<file path="src/rtl/exec_sequencer.sv">
// Execute-strobe sequencer: issues a one-cycle Go per instruction in free-run
// (slow/turbo period), single-step (debounced button) or holds it in HALTED.
module exec_sequencer #(
  parameter int unsigned CLK_HZ   = 50000000,
  parameter int unsigned SLOW_MS  = 250,
  parameter int unsigned TURBO_MS = 10,
  parameter int unsigned DEB_CYC  = 500000
) (
  input  logic       Clock,
  input  logic       Reset,
  input  logic       Mode,
  input  logic       Turbo,
  input  logic       Step,
  input  logic       Halt,
  output logic       Go,
  output logic [1:0] State,
  output logic [7:0] GoCount
);

  // Periods below 2 would allow back-to-back Go, so they are raised to 2.
  localparam int unsigned SLOW_RAW  = CLK_HZ / 1000 * SLOW_MS;
  localparam int unsigned TURBO_RAW = CLK_HZ / 1000 * TURBO_MS;
  localparam int unsigned SLOW_P    = (SLOW_RAW < 2) ? 2 : SLOW_RAW;
  localparam int unsigned TURBO_P   = (TURBO_RAW < 2) ? 2 : TURBO_RAW;
  localparam int unsigned MAX_P     = (SLOW_P > TURBO_P) ? SLOW_P : TURBO_P;
  localparam int unsigned CNT_W     = $clog2(MAX_P);
  localparam int unsigned DEB_N     = (DEB_CYC < 1) ? 1 : DEB_CYC;
  localparam int unsigned DEB_W     = $clog2(DEB_N + 1);

  localparam logic [CNT_W-1:0] SLOW_TOP  = CNT_W'(SLOW_P - 1);
  localparam logic [CNT_W-1:0] TURBO_TOP = CNT_W'(TURBO_P - 1);
  localparam logic [DEB_W-1:0] DEB_TOP   = DEB_W'(DEB_N - 1);

  typedef enum logic [1:0] {
    ST_STEP = 2'b00,
    ST_RUN  = 2'b01,
    ST_HALT = 2'b10
  } state_t;

  state_t           r_state;
  logic [CNT_W-1:0] r_cnt;
  logic             r_go;
  logic [7:0]       r_go_count;

  logic             r_sync1;
  logic             r_sync2;
  logic             r_deb;
  logic [DEB_W-1:0] r_stab;
  logic             r_press;

  logic [CNT_W-1:0] w_top;

  // Terminal count follows Turbo every cycle so a mid-period switch takes effect at once.
  assign w_top = Turbo ? TURBO_TOP : SLOW_TOP;

  // Synchronize the button, require DEB_N stable samples, emit a pulse on the debounced rise.
  always_ff @(posedge Clock) begin
    if (!Reset) begin
      r_sync1 <= 1'b0;
      r_sync2 <= 1'b0;
      r_deb   <= 1'b0;
      r_stab  <= '0;
      r_press <= 1'b0;
    end else begin
      r_sync1 <= Step;
      r_sync2 <= r_sync1;
      r_press <= 1'b0;
      if (r_sync2 == r_deb) begin
        r_stab <= '0;
      end else if (r_stab == DEB_TOP) begin
        r_stab  <= '0;
        r_deb   <= r_sync2;
        r_press <= r_sync2;
      end else begin
        r_stab <= r_stab + DEB_W'(1);
      end
    end
  end

  // Mode FSM with period counter; Halt outranks mode change, which outranks press/timer.
  always_ff @(posedge Clock) begin
    if (!Reset) begin
      r_state    <= ST_STEP;
      r_cnt      <= '0;
      r_go       <= 1'b0;
      r_go_count <= 8'd0;
    end else begin
      r_go <= 1'b0;
      case (r_state)
        ST_STEP: begin
          r_cnt <= '0;
          if (Halt) begin
            r_state <= ST_HALT;
          end else if (Mode) begin
            r_state <= ST_RUN;
          end else if (r_press) begin
            r_go       <= 1'b1;
            r_go_count <= r_go_count + 8'd1;
          end
        end
        ST_RUN: begin
          if (Halt) begin
            r_state <= ST_HALT;
            r_cnt   <= '0;
          end else if (!Mode) begin
            r_state <= ST_STEP;
            r_cnt   <= '0;
          end else if (r_cnt >= w_top) begin
            r_cnt      <= '0;
            r_go       <= 1'b1;
            r_go_count <= r_go_count + 8'd1;
          end else begin
            r_cnt <= r_cnt + CNT_W'(1);
          end
        end
        ST_HALT: begin
          r_cnt <= '0;
          if (r_press) begin
            r_state <= Mode ? ST_RUN : ST_STEP;
          end
        end
        default: begin
          r_state <= ST_STEP;
          r_cnt   <= '0;
        end
      endcase
    end
  end

  assign Go      = r_go;
  assign State   = r_state;
  assign GoCount = r_go_count;

endmodule
</file>
<file path="config.mk">
export PLATFORM = sky130hd
export DESIGN_NAME = exec_sequencer
export DESIGN_NICKNAME = d
export VERILOG_FILES = /design/src/rtl/exec_sequencer.sv
export SDC_FILE = /design/constraint.sdc
export NUM_CORES = 1
export LEC_CHECK = 0
export CAP_MARGIN = 20
export CELL_PAD_IN_SITES_DETAIL_PLACEMENT = 0
export CELL_PAD_IN_SITES_GLOBAL_PLACEMENT = 2
export CORE_MARGIN = 5
export CORE_UTILIZATION = 37
export DETAILED_ROUTE_END_ITERATION = 7
export GPL_ROUTABILITY_DRIVEN = 0
export PLACE_DENSITY_LB_ADDON = 0.1
export SKIP_LAST_GASP = 1
export SLEW_MARGIN = 0
export SYNTH_ARGS = -nofsm -noshare
export SYNTH_HDL_FRONTEND = slang
export SYNTH_SLANG_ARGS = --single-unit
</file>
<file path="constraint.sdc">
create_clock -name Clock -period 2.1 [get_ports Clock]
set_input_delay 0.315 -clock Clock [delete_from_list [all_inputs] [get_ports Clock]]
set_output_delay 0.315 -clock Clock [all_outputs]
set_load 0.02 [all_outputs]
</file>
# Yosys cells after proc, flatten, opt, wreduce, memory -nomap -nowiden
# Index checks and enable logic that the tools add are counted.
# Widths: inputs -> output; s select.
[classes]
n_eq_ne = 13
addsub = 3
n_lt_le_gt_ge = 1
n_reduce_logical = 8
muxes = 22
n_bitwise = 5
[ops]
columns = ["cell", "count"]
rows = [
  ["$mux 8", 6],
  ["$add 24x1->24 const B", 1],
  ["$ge 24x24->1", 1],
  ["$mux 24", 1],
  ["$add 19x1->19 const B", 1],
  ["$eq 19x19->1 const B", 1],
  ["$pmux 8 s2", 1],
  ["$ne 2x2->1 const B", 7],
  ["$mux 2", 5],
  ["$add 8x1->8 const B", 1],
  ["$mux 1", 7],
  ["$reduce_and 7->1", 1],
  ["$ne 3x3->1 const B", 2],
  ["$pmux 2 s3", 1],
  ["$reduce_or 3->1", 2],
  ["$not 1->1", 5],
  ["$reduce_or 5->1", 1],
  ["$reduce_and 3->1", 1],
  ["$eq 2x1->1 const B", 1],
  ["$eq 2x2->1 const B", 1],
  ["$logic_not 2->1", 1],
  ["$pmux 1 s2", 1],
  ["$reduce_and 2->1", 1],
  ["$reduce_bool 2->1", 1],
  ["$eq 1x1->1", 1],
]
[totals]
wordCells = 61
output_inout_bits = 11
in_bits = 6
reg_bits = 58

# Longest topological paths before layout
# Gate-level depths: netlist of the first run.
[depth]
ltp_word = 6
mapped_depth = 9

# Worst setup path before layout of the first run
# OpenSTA, ideal clock, no wires.
[synth_path]
path_type = "in2reg"
from = "input port Turbo"
to = "register r_cnt[19]"
slack_ns = 0.176
cell_stages = 7
required_ns = 2.038
arrival_ns = 1.861
cell_sequence = "ha_1 > a211oi_1 > o221ai_2 > or3_1 > buf_6 > buf_12 > nor2_4"
[synth_via]
elab_chain_cells = 3
[synth_rtl]
columns = ["element", "line_no", "rtl"]
rows = [
  ["start: declaration", "12", "input logic Turbo,"],
  ["$mux 24", "54", "assign w_top = Turbo ? TURBO_TOP : SLOW_TOP;"],
  ["$ge 24x24->1", "108", "end else if (r_cnt >= w_top) begin"],
  ["$reduce_or 5->1 (no line)", "-", ""],
  ["end signal: assignment", "113", "r_cnt <= r_cnt + CNT_W'(1);"],
  ["end: declaration", "41", "logic [CNT_W-1:0] r_cnt;"],
]
# Every way passes these cells.
# A chain may end at the register's enable or synchronous reset.

# Final worst setup path of the first run
[layout_path]
from = "register r_cnt[23]"
to = "register r_go_count[5] (netlist: GoCount[5])"
[layout_via]
elab_chain_cells = 3
[layout_rtl]
columns = ["element", "line_no", "rtl"]
rows = [
  ["$ge 24x24->1", "108", ""],
  ["$ne 2x2->1 (no line)", "-", ""],
  ["$reduce_and 7->1 (no line)", "-", ""],
  ["end signal: assignment", "98", "r_go_count <= r_go_count + 8'd1;"],
  ["end signal: assignment", "111", "r_go_count <= r_go_count + 8'd1;"],
  ["end: declaration", "43", "logic [7:0] r_go_count;"],
]
# Every way passes these cells.

==> results of run 1 <==
[power by group through the flow]
stage	combinational (mW)	clock [mW]	sequential (mW)
detailed placement	0.0642	0	1.13
CTS	0.0641	1.21	1.11
global route	0.0773	1.27	1.11
global placement	0.0642	0	1.13
floorplan	0.0327	0	1.14
finish	0.0689	1.17	1.11
[final cells by class]
class / instances / area, sq um / area share, %
Clock buffer: 9 / 123.9 / 3.394
Clock inverter: 7 / 102.6 / 2.811
Inverter: 10 / 37.54 / 1.028
Multi-Input combinational cell: 242 / 1775 / 48.65
Sequential cell: 58 / 1165 / 31.92
Tap cell: 102 / 127.6 / 3.497
Timing Repair Buffer: 36 / 317.8 / 8.708
[flip-flops by register name (all words and copies together), names as in the netlist]
name,count
Go,1
GoCount,8
State,2
r_cnt,24
r_deb,1
r_press,1
r_stab,19
r_sync1,1
r_sync2,1
[cells by family after synthesis]
group | count (synthesis)
simple gates | 158
flops | 58
xor+xnor | 40
buf+inv | 19
mux | 10
compound gates | 22
fa+ha+maj | 12
[repair_timing]
action,in CTS,in global routing
pin swaps,0,4
buffers inserted,0,2
endpoints found under the setup margin,27,45
resized for setup,1,15
[critical path, cell delays in order (launching register included)]
cell and delay, ps:
dfxtp_1 350, ha_4 300, nand4b_4 140, nor4_4 220, o211ai_1 230, a2111oi_2 450, mux2i_1 220
[routing by layer]
layer  global-route usage, %  share of wire (%)
met1                   18.33                 49
met2                   21.64                 46
met3                   4.488                4.1
met4                   4.412                1.0
met5                       0                  0
[worst min path at each step]
| stage | start | to | slack, ps | cells after the start |
|---|---|---|---|---|
| CTS | r_sync1 | r_sync2 | 440 | 1 |
| finish | r_cnt[0] | r_cnt[0] | 430 | 1 |
| floorplan | r_sync1 | r_sync2 | 410 | 1 |
| detailed placement | r_sync1 | r_sync2 | 430 | 1 |
| global route | r_cnt[0] | r_cnt[0] | 460 | 1 |
| global placement | r_sync1 | r_sync2 | 420 | 1 |
[stage by stage]
| step | cell area (sq um) | utilization [%] | worst slack, ps | cells | hold WS, ps |
|---|---|---|---|---|---|
| after CTS | 3556 | 45.78 | 36.57 | 462 | 444.2 |
| final | 3650 | 46.99 | 130.1 | 464 | 434.2 |
| after global routing | 3650 | 46.99 | -3.330 | 464 | 463.8 |
| after detailed placement | 3331 | 42.88 | -590.9 | 446 | 426.4 |
| after global placement | 3331 | 42.88 | -564.5 | 446 | 421.0 |
| after floorplan | 2955 | - | 176.1 | 319 | 411.9 |
[layout by cell type, fill, tap and decap left out, types with 7 or more instances in the layout]
master,Yosys,final
nand4_1,13,13
inv_1,10,10
xnor2_1,18,18
mux2i_1,10,10
nor2_4,8,8
nor2_1,34,33
clkbuf_8,0,9
ha_1,12,9
and4_1,7,7
nand2_1,24,24
xor2_1,22,22
clkdlybuf4s50_1,0,15
nand2b_1,7,7
nor4_1,11,9
nand3_1,17,17
buf_4,0,19
nor3_1,8,8
dfxtp_1,58,55
==> key figures, run 1 <==
Run status
  – Status: finished clean

Yosys
  – Synthesized flop and latch total: 58
  – XOR/XNOR share of the synthesized area: 11.85%
  – Post-synth EDFFs: 0
  – Most frequent cell after synthesis: dfxtp_1
  – Sequential fraction of the synthesis area: 39.29%
  – Area leader, netlist: dfxtp_1
  – Mapped Cells: 319
  – Mapped Nets: 337
  – Post-Syn Area per Cell: 9.264 sq um
  – Mapped Area: 0.002955 sq mm
  – Main combinational cell family by area after synthesis: simple AND/OR/NAND/NOR gates
  – Adder-cell share of the synthesized area: 5.080%
  – Ys Warns: 0
  – Multiplexer area fraction after synthesis: 3.387%
  – Top post-synthesis cells by count: 58 x dfxtp_1, 34 x nor2_1, 24 x nand2_1, 22 x xor2_1, 18 x xnor2_1
  – Simple-gate share of the synthesized area: 30.95%
  – Yosys cell types: 43
  – Synth area leaders: dfxtp_1 39%, xor2_1 6.5%, xnor2_1 5.3%, ha_1 5.1%, nor2_1 4.3%
  – Compound-Gate Fraction of Synth Area: 6.139%
  – Post-synth top flop: dfxtp_1
  – Yosys top cell area share: 39.29%
  – Asr flop ratio synth: 0%

Flow run
  – Max Cap Viol: 0

Timing
  – Final setup skew: 7.296 ps
  – Final hold violations: 0
  – Final period util: 93.80%
  – Slew at the pin with the worst max-slew slack: 591.2 ps
  – Fmax: 0.5076 GHz
  – Max-slew violation count: 0
  – Setup violators final: 0
  – Post-layout min period: 1970 ps
  – Final setup TNS: 0 ps
  – Rel. slew slack: 60.32%

Cells and area
  – Layout area overhead: 23.50%
  – # diodes: 0
  – Fin nets: 375
  – Share of cells above drive strength 1: 18.23%
  – Fill cell count: 780

Power and ir drop
  – Sw Ratio: 22.85%
  – Register share of total power: 47.2%
  – Logic pwr share: 2.9%
  – Maximum VDD drop: 0.3328 mV
  – Static Leak: 1.231 nW
  – Clk pwr share: 49.9%
  – Power per standard cell area: 643.6 mW/mm^2
  – Net Sw Power: 536.7 uW
  – Total power: 2.349 mW
  – Cell Int Power: 1.812 mW

Clock network
  – CTS Buffer Depth: 2
  – CTS root buf: clkbuf_8
  – CTS tree: built
  – H-tree Lvls: 3
  – CTS clk-pin slew, worst paths: 70 ps
  – CTS Hold Bufs: 0
  – Clk_lat worst skew: 340 ps
  – Num CTS Buffers: 9
  – CTS Sinks: 58

Global routing
  – Vias in the first global route: 2319
  – First-pass GRT wire length: 11060 microns
  – Global Route Usage Sum: 13.92%
  – Initial antenna violation count: 0
  – Grt total ovfl: 0
  – Largest net degree at the start of global routing: 25

Detailed routing
  – Vias: 2321
  – Drt total wl: 6308 microns
  – 1st-iter DRT viols: 45
  – DR WL/cell: 13.59 microns
  – Post-route ant nets: 0
  – Drt pass-1 iters: 4
  – DRC violations left: 0
  – Vias per inst: 5.002

Die
  – Initial core utilization: 38.05%
  – Top Ports: 17
  – Die area: 0.009874 sq mm
  – Die H: 99.37 microns
  – Row count: 32
  – Core area: 0.007767 sq mm
  – DIE WIDTH: 99.37 microns

Critical path
  – Reg2reg path depth: 6
  – Startpoint types: register
  – Worst Setup End Kind: register
  – Worst Path Arrival: 2240 ps
  – RR Startpoint: r_cnt[23]
  – Worst Path Required: 2370 ps
  – Critical Path Fanout Max: 3
  – Flop2flop setup slack: 130 ps
  – CP Class: reg -> reg
  – End of the critical path: GoCount[5]
  – CP startpoint: r_cnt[23]
  – RR Endpoint: GoCount[5]

Placed design
  – DPL Wire Length: 4481 microns
  – Port bufs: 16

Worst hold path
  – Worst Hold Class: reg -> reg
Power figures use the tool's default switching activity.
==> inputs of run 2 (changes only) <==
Settings changed: ABC_AREA from default to 1, CORE_UTILIZATION 37 to 35, SETUP_SLACK_MARGIN from default to 0.15.
==> key figures, run 2 <==
Critical path
  – Critical Path Fanout Max: 6
  – CP Class: reg -> reg
  – Startpoint types: register
  – Worst Path Required: 2360 ps
  – Flop2flop setup slack: 310 ps
  – CP startpoint: r_cnt[21]
  – RR Startpoint: r_cnt[21]
  – Reg2reg path depth: 11
  – Worst Path Arrival: 2050 ps
  – RR Endpoint: r_cnt[15]
  – Worst Setup End Kind: register
  – End of the critical path: r_cnt[15]

Placed design
  – Port bufs: 16
  – Pre-CTS setup slack: -240.9 ps
  – DPL Wire Length: 5014 microns

Die
  – Core area: 0.008636 sq mm
  – Top Ports: 17
  – Die area: 0.01079 sq mm
  – DIE WIDTH: 103.9 microns
  – Die H: 103.9 microns
  – Initial core utilization: 35.70%
  – Row count: 34

Detailed routing
  – Post-route ant nets: 0
  – Vias per inst: 4.651
  – 1st-iter DRT viols: 98
  – Vias: 2642
  – DRC violations left: 0
  – Drt total wl: 6882 microns
  – DR WL/cell: 12.12 microns
  – Drt pass-1 iters: 4

Timing
  – Post-layout min period: 1787 ps
  – Final worst slack: 313.2 ps
  – Final setup TNS: 0 ps
  – Slew at the pin with the worst max-slew slack: 322.0 ps
  – Rel. slew slack: 78.34%
  – Final setup skew: 7.134 ps
  – Final hold slack: 414.9 ps
  – Final hold violations: 0
  – Final period util: 85.08%
  – Fmax: 0.5597 GHz
  – Max-slew violation count: 0
  – Setup violators final: 0
  – RSZ-0062 raised after global routing: no

Yosys
  – Top post-synthesis cells by count: 82 x nand2_1, 66 x nor2_1, 58 x dfxtp_1, 56 x inv_1, 31 x nand3_1
  – Mapped Nets: 436
  – Post-synth top flop: dfxtp_1
  – Mapped Cells: 418
  – Post-synth EDFFs: 0
  – Area leader, netlist: dfxtp_1
  – Yosys top cell area share: 37.66%
  – Synth area leaders: dfxtp_1 38%, nand2_1 10%, nor2_1 8.0%, inv_1 6.8%, xor2_1 5.4%
  – Most frequent cell after synthesis: nand2_1
  – Post-Syn Area per Cell: 7.375 sq um
  – Mapped Area: 0.003083 sq mm
  – Synthesized flop and latch total: 58
  – Asr flop ratio synth: 0%
  – Yosys cell types: 31
  – Ys Warns: 0
  – Sequential fraction of the synthesis area: 37.66%

Clock network
  – Clk_lat worst skew: 330 ps
  – H-tree Lvls: 3
  – CTS tree: built
  – Num CTS Buffers: 9
  – CTS root buf: clkbuf_8
  – CTS Sinks: 58
  – CTS clk-pin slew, worst paths: 70 ps
  – CTS Buffer Depth: 2

Global routing
  – Largest net degree at the start of global routing: 16
  – First-pass GRT wire length: 11870 microns
  – Vias in the first global route: 2562
  – Initial antenna violation count: 0
  – Grt total ovfl: 0
  – Global Route Usage Sum: 13.24%

Flow run
  – Max Cap Viol: 0

Cells and area
  – Fin nets: 474
  – Reg with most FFs: r_cnt
  – Fill cell count: 914
  – Most common cell after layout, fill and taps aside: nand2_1
  – Highest-count cells in the layout ignoring fill and taps: 80 x nand2_1, 64 x nor2_1, 55 x dfxtp_1, 54 x inv_1, 30 x nand3_1
  – Max reg flops: 24
  – Share of cells above drive strength 1: 16.74%
  – # diodes: 0
  – Layout area overhead: 22.93%

Power and ir drop
  – Maximum VDD drop: 0.2786 mV
  – Static Leak: 1.499 nW
  – Power per standard cell area: 569.6 mW/mm^2

Worst hold path
  – Worst Hold Class: reg -> reg
  – Worst hold path depth: 2

Run status
  – Status: finished clean
## run 2: repair_timing
action                     CTS  global route
hold buffers                 0             0
setup buffers                0             1
pin swaps                    3             8
gates resized for setup      7            18
cloned                       0             1
setup endpoints to repair   10            33
## run 2: kinds of logic after synthesis
| group | Yosys count | synth area share [%] |
|---|---|---|
| compound gates | 32 | 6.331 |
| xor+xnor | 26 | 7.386 |
| fa+ha+maj | 12 | 4.870 |
| buf+inv | 61 | 8.036 |
| flops | 58 | 37.66 |
| simple gates | 229 | 35.72 |
## run 2: worst min path at each step
stage	start	end
finish	r_sync1	r_sync2
global route	r_sync1	r_sync2
CTS	r_sync1	r_sync2
detailed placement	r_sync1	r_sync2
global placement	r_sync1	r_sync2
floorplan	r_sync1	r_sync2
## run 2: stage by stage
stage	std cells	cell area, sq um	utilization, %	power [mW]
global route	568	3790	43.89	2.259
detailed placement	551	3451	39.96	1.221
global placement	551	3451	39.96	1.221
floorplan	418	3083	-	1.180
CTS	566	3669	42.48	2.190
finish	568	3790	43.89	2.159
## run 2: worst max-delay path: stages (launching register included)
cell and delay [ps]:
dfxtp_1 420, ha_4 230, nand2_1 60, inv_1 40, nand2_2 80, inv_1 60, a21oi_2 200, nand3_4 120
nor2_4 130, nand2_4 100, buf_6 160, nor3_2 130
## run 2: power by group
| group | internal [mW] | total [mW] | switching [mW] | leakage (nW) |
|---|---|---|---|---|
| clock network | 0.484 | 0.954 | 0.471 | 0.0834 |
| registers | 1.11 | 1.11 | 0.00625 | 0.469 |
| logic | 0.0420 | 0.0926 | 0.0506 | 0.946 |
## run 2: layout make-up
class                           instances  area, sq um  share of cell area [%]
Clock buffer                           11        151.4                   3.995
Clock inverter                          4        27.53                  0.7263
Inverter                               58        217.7                   5.744
Multi-Input combinational cell        299         1788                   47.18
Sequential cell                        58         1165                   30.74
Tap cell                              108        135.1                   3.566
Timing Repair Buffer                   30        305.3                   8.055
## run 2: metal layers
metal,track usage (%),vias up,part of all wire [%]
li1,-,1421,-
met1,17.21,1184,50
met2,20.99,27,45
met3,2.607,10,2.6
met4,6.290,0,2.0
met5,0,-,0
==> inputs of run 3 (changes only) <==
Settings changed: ABC_AREA 1 to default, CORE_UTILIZATION 35 to 37.
==> key figures, run 3 (synthesized netlist as in run 1, its figures left out) <==
Critical path
  – CP max-delay cell: a2111oi_2
  – Number of cells on the critical path: 6
  – Reg2reg path depth: 6
  – Flop2flop setup slack: 200 ps
  – Worst Setup End Kind: register
  – Slowest stage delay, CP: 410 ps
  – CP Cell Sequence: ha_4 -> nand4b_4 -> o221ai_2 -> a21oi_2 -> a2111oi_2 -> mux2i_1
  – Worst Path Required: 2370 ps
  – Critical Path Fanout Max: 4
  – Crit path max-delay family: compound AO/OA/AOI/OAI gates
  – CP Class: reg -> reg
  – Startpoint types: register
  – Worst path bufs/invs: 0
  – Worst Path Arrival: 2160 ps

Placed design
  – Pre-CTS setup slack: -590.9 ps
  – Placed Area: 0.003331 sq mm
  – Post-Place Cells: 446
  – DPL Wire Length: 4481 microns
  – Port bufs: 16

Cells and area
  – Multi-input logic area: 0.001817 sq mm
  – Most common cell after layout, fill and taps aside: dfxtp_1
  – Register Area: 0.001174 sq mm
  – Fill cell count: 780
  – Post-route cell area: 0.003737 sq mm
  – Finished Layout Cells: 467
  – Fin nets: 378
  – Highest-count cells in the layout ignoring fill and taps: 50 x dfxtp_1, 33 x nor2_1, 23 x nand2_1, 22 x xor2_1, 21 x buf_4
  – Share of cells above drive strength 1: 22.47%
  – Max reg flops: 24
  – Final core utilization: 48.12%
  – Reg with most FFs: r_cnt
  – # diodes: 0
  – Layout area overhead: 26.46%

Timing
  – Rel. slew slack: 60.56%
  – Slew at the pin with the worst max-slew slack: 587.6 ps
  – Final hold slack: 434.6 ps
  – Post-layout min period: 1896 ps
  – Final hold violations: 0
  – RSZ-0062 raised after global routing: yes
  – Setup violators final: 0
  – Max-slew violation count: 0
  – Fmax: 0.5275 GHz
  – Final worst slack: 204.3 ps
  – Final setup skew: 8.141 ps
  – Final period util: 90.27%
  – Final setup TNS: 0 ps

Worst hold path
  – Worst hold path depth: 1
  – Worst Hold Class: reg -> reg

Detailed routing
  – Drt total wl: 6400 microns
  – Drt pass-1 iters: 4
  – 1st-iter DRT viols: 55
  – DR WL/cell: 13.70 microns
  – Vias: 2353
  – Post-route ant nets: 0
  – DRC violations left: 0
  – Vias per inst: 5.039

Clock network
  – CTS tree: built
  – CTS clk-pin slew, worst paths: 70 ps
  – CTS root buf: clkbuf_8
  – Clk_lat worst skew: 340 ps
  – CTS Buffer Depth: 2
  – H-tree Lvls: 3
  – Num CTS Buffers: 9
  – CTS Sinks: 58

Power and ir drop
  – Maximum VDD drop: 0.3331 mV
  – Static Leak: 1.259 nW
  – Power per standard cell area: 629.5 mW/mm^2
  – Total power: 2.352 mW

Global routing
  – Largest net degree at the start of global routing: 25
  – Initial antenna violation count: 0
  – First-pass GRT wire length: 11270 microns
  – Grt total ovfl: 0
  – Global Route Usage Sum: 14.19%
  – Vias in the first global route: 2350

Die
  – Core area: 0.007767 sq mm
  – Die area: 0.009874 sq mm
  – Die H: 99.37 microns
  – Row count: 32
  – Initial core utilization: 38.05%
  – Top Ports: 17
  – DIE WIDTH: 99.37 microns

Flow run
  – Max Cap Viol: 0

Run status
  – Status: finished clean
-- run 3: cell types whose count changed in the layout (fill, tap and decap cells not counted), sizes merged, moves of 11 or more --
| cell | change |
|---|---|
| nand2 | -63 |
| inv | -47 |
| nand3 | -15 |
| nor2 | -27 |
| xnor2 | +11 |
| a21oi | -15 |
-- run 3: metal layers --
layer	vias up	routed length, microns	part of all wire, %	global-route usage (%)
li1	1214	-	-	-
met1	1109	3176	50	18.59
met2	23	2939	46	22.26
met3	7	219	3.4	4.488
met4	0	65	1.0	4.412
met5	-	0	0	0
-- run 3: worst paths after layout --
kind                endpoint       from
hold reg to reg     r_cnt[0]   r_cnt[0]
hold / removal      r_cnt[0]   r_cnt[0]
setup / recovery  GoCount[5]  r_cnt[21]
setup reg to reg  GoCount[5]  r_cnt[21]
-- run 3: what timing repair did --
action	4_1_cts	5_1_grt
pin swaps	6	7
cloned	0	0
endpoints found under the hold margin	0	0
hold buffers	0	0
resized for setup	16	17
setup buffers	2	3
endpoints found under the setup margin	49	36
-- run 3: where the power goes --
part           switching [mW]  total (mW)  internal [mW]  leakage [nW]
Sequential            0.00497        1.11           1.10         0.472
Clock                   0.493        1.17          0.677         0.110
Combinational          0.0398      0.0745         0.0347         0.677
-- run 3: area by class of cell --
cell class	count	area share, %
clock inverters	7	2.745
well taps	102	3.415
repair buffers	39	9.508
clock buffers	9	3.314
flip-flops and latches	58	31.40
inverters	10	1.004
multi-input cells	242	48.61
-- run 3: worst register-to-register path, delay by kind of cell (launching register included) --
| family | cells | cell delay, ps |
|---|---|---|
| AOI/OAI and AO/OA | 3 | 830 |
| muxes | 1 | 220 |
| adders and majority gates | 1 | 290 |
| DFF | 1 | 350 |
| and+or+nand+nor | 1 | 140 |
